[config.mk]
export PLATFORM = sky130hd
export DESIGN_NAME = ram_cmd_arbiter
export DESIGN_NICKNAME = d
export VERILOG_FILES = /design/src/rtl/ram_cmd_arbiter.sv
export SDC_FILE = /design/constraint.sdc
export NUM_CORES = 1
export LEC_CHECK = 0
export ABC_AREA = 0
export CAP_MARGIN = 10
export CORE_AREA = 2 2 85 87
export CTS_CLUSTER_SIZE = 10
export DETAILED_ROUTE_END_ITERATION = 6
export DIE_AREA = 0 0 87 89
export GPL_TIMING_DRIVEN = 0
export SLEW_MARGIN = 20
export SYNTH_ARGS = -nofsm -noshare
export SYNTH_HDL_FRONTEND = slang
export SYNTH_SLANG_ARGS = --single-unit
[constraint.sdc]
create_clock -name clk -period 5.04 [get_ports clk]
set_clock_uncertainty 0.15 [all_clocks]
set_input_delay 1.26 -clock clk [delete_from_list [all_inputs] [get_ports clk]]
set_output_delay 1.26 -clock clk [all_outputs]
set_load 0.01 [all_outputs]
[src/rtl/ram_cmd_arbiter.sv]
// Round-robin arbiter that turns whole read/write transactions from two requesters
// into atomic two-command sequences on a single-port RAM command interface.
module ram_cmd_arbiter #(
   parameter  int ADDR_SIZE  = 8,
   parameter  int DATA_WIDTH = 8,
   localparam int FIELD_W    = (ADDR_SIZE > DATA_WIDTH) ? ADDR_SIZE : DATA_WIDTH,
   localparam int CMD_W      = 2 + FIELD_W
) (
   input  logic                  clk,
   input  logic                  rst_n,
   // requester A
   input  logic                  a_req_valid,
   output logic                  a_req_ready,
   input  logic                  a_req_we,
   input  logic [ADDR_SIZE-1:0]  a_req_addr,
   input  logic [DATA_WIDTH-1:0] a_req_wdata,
   output logic                  a_rsp_valid,
   output logic [DATA_WIDTH-1:0] a_rsp_rdata,
   output logic                  a_rsp_err,
   // requester B
   input  logic                  b_req_valid,
   output logic                  b_req_ready,
   input  logic                  b_req_we,
   input  logic [ADDR_SIZE-1:0]  b_req_addr,
   input  logic [DATA_WIDTH-1:0] b_req_wdata,
   output logic                  b_rsp_valid,
   output logic [DATA_WIDTH-1:0] b_rsp_rdata,
   output logic                  b_rsp_err,
   // RAM command interface
   output logic [CMD_W-1:0]      ram_din,
   output logic                  ram_rx_valid,
   input  logic [DATA_WIDTH-1:0] ram_dout,
   input  logic                  ram_tx_valid,
   output logic                  busy
);

   typedef enum logic [1:0] {IDLE, ADDR, DATA, RD_WAIT} state_t;
   typedef enum logic {REQ_A = 1'b0, REQ_B = 1'b1} req_t;

   localparam logic [1:0] OP_SET_WADDR = 2'b00;
   localparam logic [1:0] OP_WRITE     = 2'b01;
   localparam logic [1:0] OP_SET_RADDR = 2'b10;
   localparam logic [1:0] OP_READ      = 2'b11;

   state_t                state_q, state_d;
   req_t                  last_grant_q, last_grant_d;
   req_t                  owner_q, owner_d;
   logic                  we_q, we_d;
   logic [ADDR_SIZE-1:0]  addr_q, addr_d;
   logic [DATA_WIDTH-1:0] wdata_q, wdata_d;

   logic                  a_rsp_valid_q, a_rsp_valid_d;
   logic [DATA_WIDTH-1:0] a_rsp_rdata_q, a_rsp_rdata_d;
   logic                  a_rsp_err_q, a_rsp_err_d;
   logic                  b_rsp_valid_q, b_rsp_valid_d;
   logic [DATA_WIDTH-1:0] b_rsp_rdata_q, b_rsp_rdata_d;
   logic                  b_rsp_err_q, b_rsp_err_d;

   logic                  grant_a, grant_b;
   logic [FIELD_W-1:0]    addr_field, data_field;

   // Zero-extend address and data into the shared command payload field.
   always_comb begin
      addr_field                 = '0;
      addr_field[ADDR_SIZE-1:0]  = addr_q;
      data_field                 = '0;
      data_field[DATA_WIDTH-1:0] = wdata_q;
   end

   // NOTE: every signal gets a default before the case so no path leaves one
   // unassigned; that is what keeps this block free of inferred latches.
   always_comb begin
      state_d       = state_q;
      last_grant_d  = last_grant_q;
      owner_d       = owner_q;
      we_d          = we_q;
      addr_d        = addr_q;
      wdata_d       = wdata_q;
      a_rsp_valid_d = 1'b0;
      a_rsp_rdata_d = a_rsp_rdata_q;
      a_rsp_err_d   = a_rsp_err_q;
      b_rsp_valid_d = 1'b0;
      b_rsp_rdata_d = b_rsp_rdata_q;
      b_rsp_err_d   = b_rsp_err_q;
      grant_a       = 1'b0;
      grant_b       = 1'b0;
      ram_rx_valid  = 1'b0;
      ram_din       = '0;

      case (state_q)
         IDLE: begin
            // On a tie the requester that did not win last time goes first.
            if (a_req_valid && (!b_req_valid || last_grant_q == REQ_B)) begin
               grant_a = 1'b1;
            end else if (b_req_valid) begin
               grant_b = 1'b1;
            end
            if (grant_a || grant_b) begin
               owner_d      = grant_a ? REQ_A : REQ_B;
               last_grant_d = grant_a ? REQ_A : REQ_B;
               we_d         = grant_a ? a_req_we    : b_req_we;
               addr_d       = grant_a ? a_req_addr  : b_req_addr;
               wdata_d      = grant_a ? a_req_wdata : b_req_wdata;
               state_d      = ADDR;
            end
         end

         ADDR: begin
            ram_rx_valid = 1'b1;
            ram_din      = {we_q ? OP_SET_WADDR : OP_SET_RADDR, addr_field};
            state_d      = DATA;
         end

         DATA: begin
            ram_rx_valid = 1'b1;
            ram_din      = {we_q ? OP_WRITE : OP_READ, we_q ? data_field : {FIELD_W{1'b0}}};
            if (we_q) begin
               if (owner_q == REQ_A) begin
                  a_rsp_valid_d = 1'b1;
                  a_rsp_err_d   = 1'b0;
               end else begin
                  b_rsp_valid_d = 1'b1;
                  b_rsp_err_d   = 1'b0;
               end
               state_d = IDLE;
            end else begin
               state_d = RD_WAIT;
            end
         end

         RD_WAIT: begin
            // tx_valid may still be high from an earlier read, so capture on
            // fixed latency rather than waiting for an edge.
            if (owner_q == REQ_A) begin
               a_rsp_valid_d = 1'b1;
               a_rsp_rdata_d = ram_dout;
               a_rsp_err_d   = ~ram_tx_valid;
            end else begin
               b_rsp_valid_d = 1'b1;
               b_rsp_rdata_d = ram_dout;
               b_rsp_err_d   = ~ram_tx_valid;
            end
            state_d = IDLE;
         end

         default: state_d = IDLE;
      endcase
   end

   // NOTE: state registers use non-blocking assignments so every flop samples
   // the pre-edge values; blocking here would create order-dependent races.
   // NOTE: the latched transaction is reset along with the control state so a
   // dropped transaction leaves nothing stale behind after a mid-flight reset.
   always_ff @(posedge clk) begin
      if (!rst_n) begin
         state_q       <= IDLE;
         last_grant_q  <= REQ_B;
         owner_q       <= REQ_A;
         we_q          <= 1'b0;
         addr_q        <= '0;
         wdata_q       <= '0;
         a_rsp_valid_q <= 1'b0;
         a_rsp_rdata_q <= '0;
         a_rsp_err_q   <= 1'b0;
         b_rsp_valid_q <= 1'b0;
         b_rsp_rdata_q <= '0;
         b_rsp_err_q   <= 1'b0;
      end else begin
         state_q       <= state_d;
         last_grant_q  <= last_grant_d;
         owner_q       <= owner_d;
         we_q          <= we_d;
         addr_q        <= addr_d;
         wdata_q       <= wdata_d;
         a_rsp_valid_q <= a_rsp_valid_d;
         a_rsp_rdata_q <= a_rsp_rdata_d;
         a_rsp_err_q   <= a_rsp_err_d;
         b_rsp_valid_q <= b_rsp_valid_d;
         b_rsp_rdata_q <= b_rsp_rdata_d;
         b_rsp_err_q   <= b_rsp_err_d;
      end
   end

   // Grants exist only in IDLE; ready is additionally masked while in reset.
   assign a_req_ready = grant_a & rst_n;
   assign b_req_ready = grant_b & rst_n;

   assign a_rsp_valid = a_rsp_valid_q;
   assign a_rsp_rdata = a_rsp_rdata_q;
   assign a_rsp_err   = a_rsp_err_q;
   assign b_rsp_valid = b_rsp_valid_q;
   assign b_rsp_rdata = b_rsp_rdata_q;
   assign b_rsp_err   = b_rsp_err_q;
   assign busy        = (state_q != IDLE);

endmodule
==> results of run 1 <==
layout make-up:
type	instances	area, um2
plain buffers	21	129
inverters	4	15.0
clock inverters	3	65.1
well taps	80	100
clock buffers	5	68.8
fillers	673	3700
multi-input cells	175	1040
flip-flops and latches	41	821
repair buffers	78	781
sequential cells by signal, indices dropped and copies added, names as in the netlist:
signal        cells
b_rsp_valid       1
a_rsp_err         1
owner_q           1
b_rsp_err         1
state_q           2
addr_field        8
b_rsp_rdata       8
data_field        8
a_rsp_rdata       8
a_rsp_valid       1
last_grant_q      1
we_q              1
worst max path at each step:
| stage | start | endpoint | slack, ns |
|---|---|---|---|
| final | rst_n | b_req_ready | 0.50 |
| after global routing | rst_n | b_req_ready | 0.35 |
| after CTS | rst_n | b_req_ready | 0.47 |
| after detailed placement | rst_n | b_req_ready | 0.48 |
| after global placement | rst_n | a_req_ready | 0.47 |
| after floorplan | b_req_valid | a_req_ready | 1.62 |
cell usage in the layout (no fill, tap or decap), types with 9 or more instances in the layout:
cell type	n
buf_2	9
nand2_1	32
dfxtp_1	41
o21ai_0	34
a21boi_0	14
nor2b_1	11
a31oi_1	17
nand3_1	9
a21oi_1	20
clkdlybuf4s50_1	78
layer usage:
metal  global-route usage  wire length [um]  vias to the layer above
met5                    0                 0                        -
met4               0.0568               126                        0
met3               0.0416               483                       15
met2                0.255              2700                       87
met1                0.189              2660                      934
li1                     -                 -                     1028
power by group through the flow:
| stage | Clock (mW) | Sequential [mW] | Combinational [mW] |
|---|---|---|---|
| final | 0.310 | 0.388 | 0.306 |
| after global routing | 0.335 | 0.393 | 0.338 |
| after CTS | 0.319 | 0.388 | 0.306 |
| after detailed placement | 0 | 0.395 | 0.304 |
| after global placement | 0 | 0.394 | 0.303 |
| after floorplan | 0 | 0.390 | 0.182 |
kinds of logic (layout without fill, tap and decap cells):
kind of cell	after synthesis	in the layout	synth area share
DFF	41	41	0.410
adders and majority gates	5	5	0.0313
muxes	2	2	0.0100
buffers and inverters	25	111	0.0719
and+or+nand+nor	65	65	0.159
AOI/OAI and AO/OA	103	103	0.317
tightest hold or removal path, stage by stage (launching register included):
cell	delay (ns)
dfxtp_1	0.32
nand2_1	0.05
a21boi_1	0.05
through the flow:
step	cell area [um2]	hold slack (ns)	worst slack, ns	cells	power [mW]
after floorplan	2000	0.329	1.62	241	0.572
after global placement	2880	0.295	0.470	399	0.697
after detailed placement	2880	0.303	0.483	399	0.699
after CTS	3020	0.316	0.469	407	1.01
after global routing	3020	0.334	0.351	407	1.07
final	3020	0.312	0.495	407	1.00
==> metrics.md, run 1 <==
| Metric | Value |
|---|---|
| Combinational share of power | 0.305 |
| # resized after CTS | 0 |
| Syn_area_per_cell | approximately 8.3 um2 |
| Min-Delay Startpoint | a_rsp_rdata[5]$_SDFFE_PN0P_ |
| Die Area | around 7700 um2 |
| WL per Instance | 14.7 um |
| 1st-iter DRT viols | between 100 and 150 |
| Most frequent cells after synthesis | dfxtp_1, o21ai_0, nand2_1 |
| Hold_buf cts | 0 |
| Worst-path cell chain | clkdlybuf4s50_1, clkbuf_1, nand3_1, a21oi_1, clkdlybuf4s50_1 |
| NetSw | between 0.2 and 0.3 mW |
| Cells after Synth | 241 |
| CTS buffer count | 5 |
| Hold crit path type | flop to flop |
| Initial antenna violation count | 0 |
| Sequential fraction of the synthesis area | 0.410 |
| FF-to-FF Start | state_q[0]$_SDFFE_PN0P_ |
| TritonRoute pass-1 iters | 5 |
| Worst rel slew slack | 0.689 |
| Status | complete, no violations |
| Post-synth EDFFs | 0 |
| Worst Reg-to-Reg Cells | 7 |
| Count leader, synth | dfxtp_1 |
| Row count | 30 |
| Nets@finish | about 380 |
| Worst-Margin Slew | between 0.4 and 0.5 ns |
| CP max stage cell | clkdlybuf4s50_1 |
| Leakage | 1.08 nW |
| Worst path top cell family by delay | buffers and inverters |
| Post-layout util | 0.449 |
| WP buf/inv | 3 |
| Clock latency on the worst-skew pair | between 0.2 and 0.3 ns |
| Vias | between 2,000 and 2,500 |
| Hold Crit Depth | 2 |
| Flop pwr share | 0.387 |
| Share of cells above drive strength 1 | 0.0887 |
| Hold path endpoint | a_rsp_rdata[5]$_SDFFE_PN0P_ |
| Root Driver | clkbuf_8 |
| # diodes | 0 |
| Synth warn | 0 |
| Startpoint Class | input pin |
| Main flop type after synthesis | dfxtp_1 |
| Top-Level Pins | between 80 and 90 |
| Core Footprint | ~6700 um2 |
| Starting Density | 0.298 |
| Layout area overhead | 50.7% |
| CP Depth | 5 |
| Synth top area share | 0.410 |
| Vias per inst | ~5 |
| WP data arrival | roughly 3.1 ns |
| Global-route wire length before repair | 9380 um |
| Die Wd | 87 um |
| Final ANT Viol Nets | 0 |
| CP Capture Type | primary output |
| Largest net degree at the start of global routing | 14 |
| Worst EP required | 3.63 ns |
| Max-slew violation count | 0 |
| Post-synth ARST share | 0 |
| Vert. Die Dim | 89 um |
| Synth area leader | dfxtp_1 |
| Max Buffers Root-to-Sink | 2 |
| Area contributors post-synth | dfxtp_1, o21ai_0, nand2_1, a31oi_1, a21boi_0 |
| Synthesized area | 2000 um2 |
| Worst reg2reg setup slack | 3.30 ns |
| CTS H-tree lvls | 2 |
| Minimum clock period | between 4 and 5 ns |
| Final Cycle Share | 0.902 |
| Max cap viols | 0 |
| RD Place Congestion | a little over 0.8 |
| Sink Count | 41 |
| CTS clk-pin slew, worst paths | 0.08 ns |
| Final setup violation count | 0 |
| Max frequency | about 0.22 GHz |
| R2r endpoint | addr_field[0]$_SDFFE_PN0P_ |
| Yosys reg bits | 41 |
| Pwr dens | 333 nW/um2 |
| Vias in the first global route | 2,036 |
| Synth cell types | 34 |
| Total gr overflow | 0 |
| Crit-path max cell delay | 0.59 ns |
| Worst Path Class, Setup | input pin to primary output |
| Peak supply drop | 0.000159 V |
| Setup Buffers After CTS | 0 |
| CTS tree | done |
| WL final | 5970 um |
| PortBufs | 78 |
| Detailed placement HPWL | approximately 4500 um |
| Worst Path Max Fanout | 10 |
| Clock power share | 0.309 |
| Int Power | 0.712 mW |
| RSZ-0062 raised after global routing | no |
| Post-Syn Nets | 293 |
| Most Frequent Cell on Critical Path | clkdlybuf4s50_1 |
| Total Routing Usage GR | 0.153 |
| Total negative setup slack | 0 ns |
| Switching part of the total | 0.291 |
| DRC | 0 |
| Fin. Hold Viols | 0 |
Power figures use the tool's default switching activity.
==> run 2, diff against run 1 <==
- REMOVE_ABC_BUFFERS: unset -> 1
==> run 2 against run 1 <==
Net effect: power down 12%; largest power group unchanged; critical endpoint unchanged; non-clock buffer count down 19; first-iteration DRC count down 34%; register-to-register slack worse by 0.14 ns; hold slack worse by 0.0060 ns; worst setup slack worse by 0.19 ns; critical path type unchanged.
==> metrics.md, run 2 (synthesis results as in run 1) <==
| Metric | Value |
|---|---|
| Status | complete, no violations |
| Max frequency | 0.211 GHz (-3.9%) |
| Starting Density | 0.298 (unchanged) |
| Worst-path cell chain | clkdlybuf4s50_1, nand2b_1, a21oi_1, clkdlybuf4s50_1 |
| Worst Path Max Fanout | 18 (+8) |
| Share of cells above drive strength 1 | 0.0422 (-0.0465) |
| NetSw | 0.291 mW (-0.31%) |
| Pwr dens | 311 nW/um2 (-6.7%) |
| Hold Crit Depth | 2 (unchanged) |
| CP Capture Type | primary output |
| Combinational share of power | 0.321 (+0.016) |
| Vert. Die Dim | 89 um (unchanged) |
| Total gr overflow | 0 (unchanged) |
| R2r endpoint | state_q[1]$_SDFFE_PN0P_ |
| Max Buffers Root-to-Sink | 2 (unchanged) |
| Min-Delay Startpoint | a_rsp_rdata[5]$_SDFFE_PN0P_ |
| Final ANT Viol Nets | 0 (unchanged) |
| Crit-path max cell delay | 0.69 ns (+0.10 ns) |
| PortBufs | 80 (+2.6%) |
| TritonRoute pass-1 iters | 4 (-1) |
| Worst-Margin Slew | 1.02 ns (+0.551 ns) |
| Layout Cells excl Fill | 388 (-4.7%) |
| Final setup margin | 0.310 ns (-0.185 ns) |
| Max cap viols | 0 (unchanged) |
| Global-route wire length before repair | 9390 um (about the same) |
| Hold_buf cts | 0 (unchanged) |
| Hold crit path type | flop to flop |
| Clock latency on the worst-skew pair | 0.29 ns (about the same) |
| Clock power share | 0.240 (-0.069) |
| Worst reg2reg setup slack | 3.16 ns (-0.14 ns) |
| Peak supply drop | 0.000113 V (-29%) |
| Initial antenna violation count | 0 (unchanged) |
| WP buf/inv | 2 (-1) |
| Sink Count | 41 (unchanged) |
| Layout area overhead | 42.8% |
| CTS tree | done |
| Switching part of the total | 0.328 (+0.0373) |
| Vias per inst | 5.14 (+1.3%) |
| Max-slew violation count | 0 (unchanged) |
| Cell count after placement | 380 (-4.8%) |
| CTS clk-pin slew, worst paths | 0.07 ns (about the same) |
| Worst rel slew slack | 0.321 (-0.369) |
| Setup slack at placement | 0.0399 ns (-0.443 ns) |
| RSZ-0062 raised after global routing | no |
| Hold path endpoint | a_rsp_rdata[5]$_SDFFE_PN0P_ |
| Detailed placement HPWL | 4000 um (-10%) |
| Most common cell after layout, fill and taps aside | clkdlybuf4s50_1 |
| Startpoint Class | input pin |
| 1st-iter DRT viols | 85 (-34%) |
| FILL cells | 690 (+2.5%) |
| Most Frequent Cell on Critical Path | clkdlybuf4s50_1 |
| Vias | 1,993 (-3.4%) |
| Nets@finish | 359 (-5.0%) |
| FF-to-FF Start | state_q[0]$_SDFFE_PN0P_ |
| WL final | 5900 um (-1.2%) |
| Total Routing Usage GR | 0.154 (+0.00145) |
| Flop pwr share | 0.439 (+0.052) |
| CTS H-tree lvls | 2 (unchanged) |
| Root Driver | clkbuf_8 |
| Top-Level Pins | 81 (unchanged) |
| DRC | 0 (unchanged) |
| WL per Instance | 15.2 um (+3.7%) |
| Int Power | 0.596 mW (-16%) |
| CTS buffer count | 5 (unchanged) |
| Power, Total | 0.887 mW (-12%) |
| Die Wd | 87 um (unchanged) |
| Row count | 30 (unchanged) |
| RD Place Congestion | 0.805 (-1.6%) |
| Total negative setup slack | 0 ns (unchanged) |
| Fin. Hold Viols | 0 (unchanged) |
| Worst EP required | 3.63 ns (about the same) |
| Final setup violation count | 0 (unchanged) |
| CP max stage cell | clkdlybuf4s50_1 |
| Worst path top cell family by delay | buffers and inverters |
| Leakage | 0.989 nW (-8.6%) |
| Die Area | 7740 um2 (unchanged) |
| Vias in the first global route | 1,909 (-6.2%) |
| Final Cycle Share | 0.938 (+0.0367) |
| Minimum clock period | 4.73 ns (+0.185 ns) |
| # diodes | 0 (unchanged) |
| Largest net degree at the start of global routing | 45 (+31) |
| Worst Reg-to-Reg Cells | 5 (-2) |
| Worst Path Class, Setup | input pin to primary output |
| WP data arrival | 3.32 ns (+0.19 ns) |
| Core Footprint | 6720 um2 (unchanged) |
| Commonest non-fill, non-tap cells in the layout | clkdlybuf4s50_1, dfxtp_1, o21ai_0, nand2_1, a21oi_1 |
| Hold slack | 0.306 ns (-0.00602 ns) |
## run 2: worst max-delay path by stage
stage	slack, ns	to	cells past startpoint	start
final	0.31	b_req_ready	4	b_req_valid
after global routing	0.20	b_req_ready	4	b_req_valid
after detailed placement	0.04	a_req_ready	4	a_req_valid
after CTS	0.02	a_req_ready	4	a_req_valid
after global placement	0.004	a_req_ready	4	a_req_valid
after floorplan	1.81	b_req_ready	2	b_req_valid
## run 2: worst register-to-register path: stages (launching register included)
cell and delay (ns):
dfxtp_1 0.33, inv_1 0.15, ha_1 0.44, nor3b_1 0.42, o21ai_0 0.14, o311a_1 0.14
## run 2: metal layers
| metal | global-route usage | share of wire |
|---|---|---|
| met1 | 0.201 | 0.46 |
| met2 | 0.239 | 0.41 |
| met3 | 0.0582 | 0.11 |
| met4 | 0.0440 | 0.014 |
| met5 | 0 | 0 |
## run 2: layout make-up
| type | instances | area (um2) | share of cell area |
|---|---|---|---|
| clock buffers | 5 | 68.8 | 0.0241 |
| well taps | 80 | 100 | 0.0350 |
| clock inverters | 3 | 17.5 | 0.00613 |
| repair buffers | 80 | 798 | 0.279 |
| inverters | 4 | 15.0 | 0.00526 |
| flip-flops and latches | 41 | 821 | 0.287 |
| multi-input cells | 175 | 1040 | 0.363 |
## run 2: stage by stage
step                      area [um2]  utilization
after detailed placement        2770        0.412
after global placement          2770        0.413
after global routing            2860        0.425
final                           2860        0.425
after CTS                       2850        0.425
after floorplan                 1870            -
## run 2: repair_timing
item / CTS / global route
buffers inserted: 0 / 0
endpoints found under the setup margin: 0 / 1
resized for setup: 0 / 1
## run 2: power groups by stage
stage | clock network [mW] | registers, mW | logic [mW]
after global placement | 0 | 0.396 | 0.283
after global routing | 0.233 | 0.396 | 0.318
final | 0.213 | 0.390 | 0.285
after detailed placement | 0 | 0.397 | 0.285
after CTS | 0.221 | 0.390 | 0.287
after floorplan | 0 | 0.392 | 0.156
==> run 3, diff against run 2 <==
- CAP_MARGIN: 10 -> 40
==> run 3 against run 2 <==
Net effect: final area grew 0.44%; combinational power is essentially flat; first-iteration DRC count is 5.9% lower; global-route usage down 0.30 points; wire length shrank 2.5%; non-clock buffer count increased by 1; sequential power about the same; clock power barely moved; fmax about the same; via count decreased by 2.2%; largest power group unchanged.
==> metrics.md, run 3 (synthesis results as in run 1) <==
| Metric | Value |
|---|---|
| Worst EP required | 3.63 ns (about the same) |
| Row count | 30 (unchanged) |
| FF-to-FF Start | state_q[1]$_SDFFE_PN0P_ |
| Root Driver | clkbuf_8 |
| Hold slack | 0.305 ns (-0.000943 ns) |
| RSZ-0062 raised after global routing | no |
| Footprint of the multi-input gates | 1040 um2 (unchanged) |
| Hold path endpoint | a_rsp_rdata[5]$_SDFFE_PN0P_ |
| 1st-iter DRT viols | 80 (-5.9%) |
| Final Cycle Share | 0.939 (about the same) |
| Clock latency on the worst-skew pair | 0.29 ns (about the same) |
| Vias per inst | 5.01 (-2.5%) |
| Leakage | 0.987 nW (-0.17%) |
| Fin. Hold Viols | 0 (unchanged) |
| Core Footprint | 6720 um2 (unchanged) |
| Total negative setup slack | 0 ns (unchanged) |
| Share of cells above drive strength 1 | 0.0453 (+0.00310) |
| DRC | 0 (unchanged) |
| Global-route wire length before repair | 9260 um (-1.4%) |
| WL final | 5750 um (-2.5%) |
| RD Place Congestion | 0.805 (unchanged) |
| Worst-Margin Slew | 0.745 ns (-0.272 ns) |
| CTS clk-pin slew, worst paths | 0.07 ns (about the same) |
| Vert. Die Dim | 89 um (unchanged) |
| Vias in the first global route | 1,924 (+0.79%) |
| Status | complete, no violations |
| Final setup violation count | 0 (unchanged) |
| # diodes | 0 (unchanged) |
| Commonest non-fill, non-tap cells in the layout | clkdlybuf4s50_1, dfxtp_1, o21ai_0, nand2_1, a21oi_1 |
| CTS H-tree lvls | 2 (unchanged) |
| Largest net degree at the start of global routing | 45 (unchanged) |
| CTS buffer count | 5 (unchanged) |
| Peak supply drop | 0.000114 V (+1.4%) |
| CTS tree | done |
| Detailed placement HPWL | 4040 um (+1.1%) |
| Min-Delay Startpoint | a_rsp_rdata[5]$_SDFFE_PN0P_ |
| Initial antenna violation count | 0 (unchanged) |
| Layout area overhead | 43.4% |
| Max Buffers Root-to-Sink | 2 (unchanged) |
| TritonRoute pass-1 iters | 4 (unchanged) |
| Minimum clock period | 4.73 ns (+0.00119 ns) |
| Setup slack at placement | 0.336 ns (+0.296 ns) |
| Storage cell area | 821 um2 (unchanged) |
| WP data arrival | 3.32 ns (about the same) |
| Hold crit path type | flop to flop |
| Worst Path Max Fanout | 18 (unchanged) |
| Worst Reg-to-Reg Cells | 4 (-1) |
| Max-slew violation count | 0 (unchanged) |
| Max cap viols | 0 (unchanged) |
| Cell count after placement | 381 (+0.26%) |
| Pwr dens | 309 nW/um2 (-0.57%) |
| Die Area | 7740 um2 (unchanged) |
| Worst reg2reg setup slack | 3.17 ns (about the same) |
| Die Wd | 87 um (unchanged) |
| Vias | 1,949 (-2.2%) |
| Worst Path Class, Setup | input pin to primary output |
| Most common cell after layout, fill and taps aside | clkdlybuf4s50_1 |
| Max frequency | 0.211 GHz (about the same) |
| Worst rel slew slack | 0.503 (+0.183) |
| WL per Instance | 14.8 um (-2.8%) |
| Power, Total | 0.886 mW (-0.14%) |
| Starting Density | 0.298 (unchanged) |
| PortBufs | 80 (unchanged) |
| Hold_buf cts | 0 (unchanged) |
| Final ANT Viol Nets | 0 (unchanged) |
| R2r endpoint | a_rsp_rdata[3]$_SDFFE_PN0P_ |
| CP Capture Type | primary output |
| Top-Level Pins | 81 (unchanged) |
| # resized after CTS | 0 (unchanged) |
| Hold Crit Depth | 2 (unchanged) |
| Nets@finish | 360 (+0.28%) |
| Sink Count | 41 (unchanged) |
| Total Routing Usage GR | 0.151 (-0.00300) |
| Total gr overflow | 0 (unchanged) |
| Layout Cells excl Fill | 389 (+0.26%) |
| Startpoint Class | input pin |
| Setup Buffers After CTS | 0 (unchanged) |
| FILL cells | 678 (-1.7%) |
| Final setup margin | 0.309 ns (-0.00119 ns) |
## run 3: changes by cell type in the layout (fill, tap and decap cells not counted), sizes merged
| cell | before | now |
|---|---|---|
| dlymetal6s2s | 1 | 0 |
| clkdlybuf4s50 | 78 | 79 |
| buf | 1 | 2 |
## run 3: per-stage QoR
step / instance area [um2] / utilization
global placement: 2770 / 0.413
finish: 2870 / 0.427
CTS: 2870 / 0.427
global route: 2870 / 0.427
detailed placement: 2780 / 0.414
floorplan: 1870 / -
## run 3: area by class of cell
class	instances	area share
Tap cell	80	0.0349
Multi-Input combinational cell	175	0.361
Clock buffer	5	0.0240
Clock inverter	3	0.00611
Inverter	4	0.00523
Timing Repair Buffer	81	0.283
Sequential cell	41	0.286
## run 3: per-layer routing
layer | part of all wire | GRT usage
met5 | 0 | 0
met4 | 0.010 | 0.0384
met3 | 0.10 | 0.0591
met2 | 0.42 | 0.239
met1 | 0.47 | 0.194
## run 3: worst max path at each step
stage                      from     endpoint  slack (ns)  cells past startpoint
floorplan           b_req_valid  b_req_ready        1.81                      2
global placement    a_req_valid  a_req_ready       0.004                      4
detailed placement  b_req_valid  b_req_ready        0.34                      4
CTS                 b_req_valid  b_req_ready        0.32                      4
global route        b_req_valid  b_req_ready        0.22                      4
finish              b_req_valid  b_req_ready        0.31                      4
## run 3: worst max-delay path: stages
cell             delay [ns]
clkdlybuf4s50_1        0.68
nand2b_1               0.49
a21oi_1                0.32
clkdlybuf4s50_1        0.57
## run 3: report_power, final
part           internal, mW  switching [mW]  total [mW]
registers             0.363          0.0255       0.389
clock network        0.0957           0.116       0.212
logic                 0.138           0.148       0.285
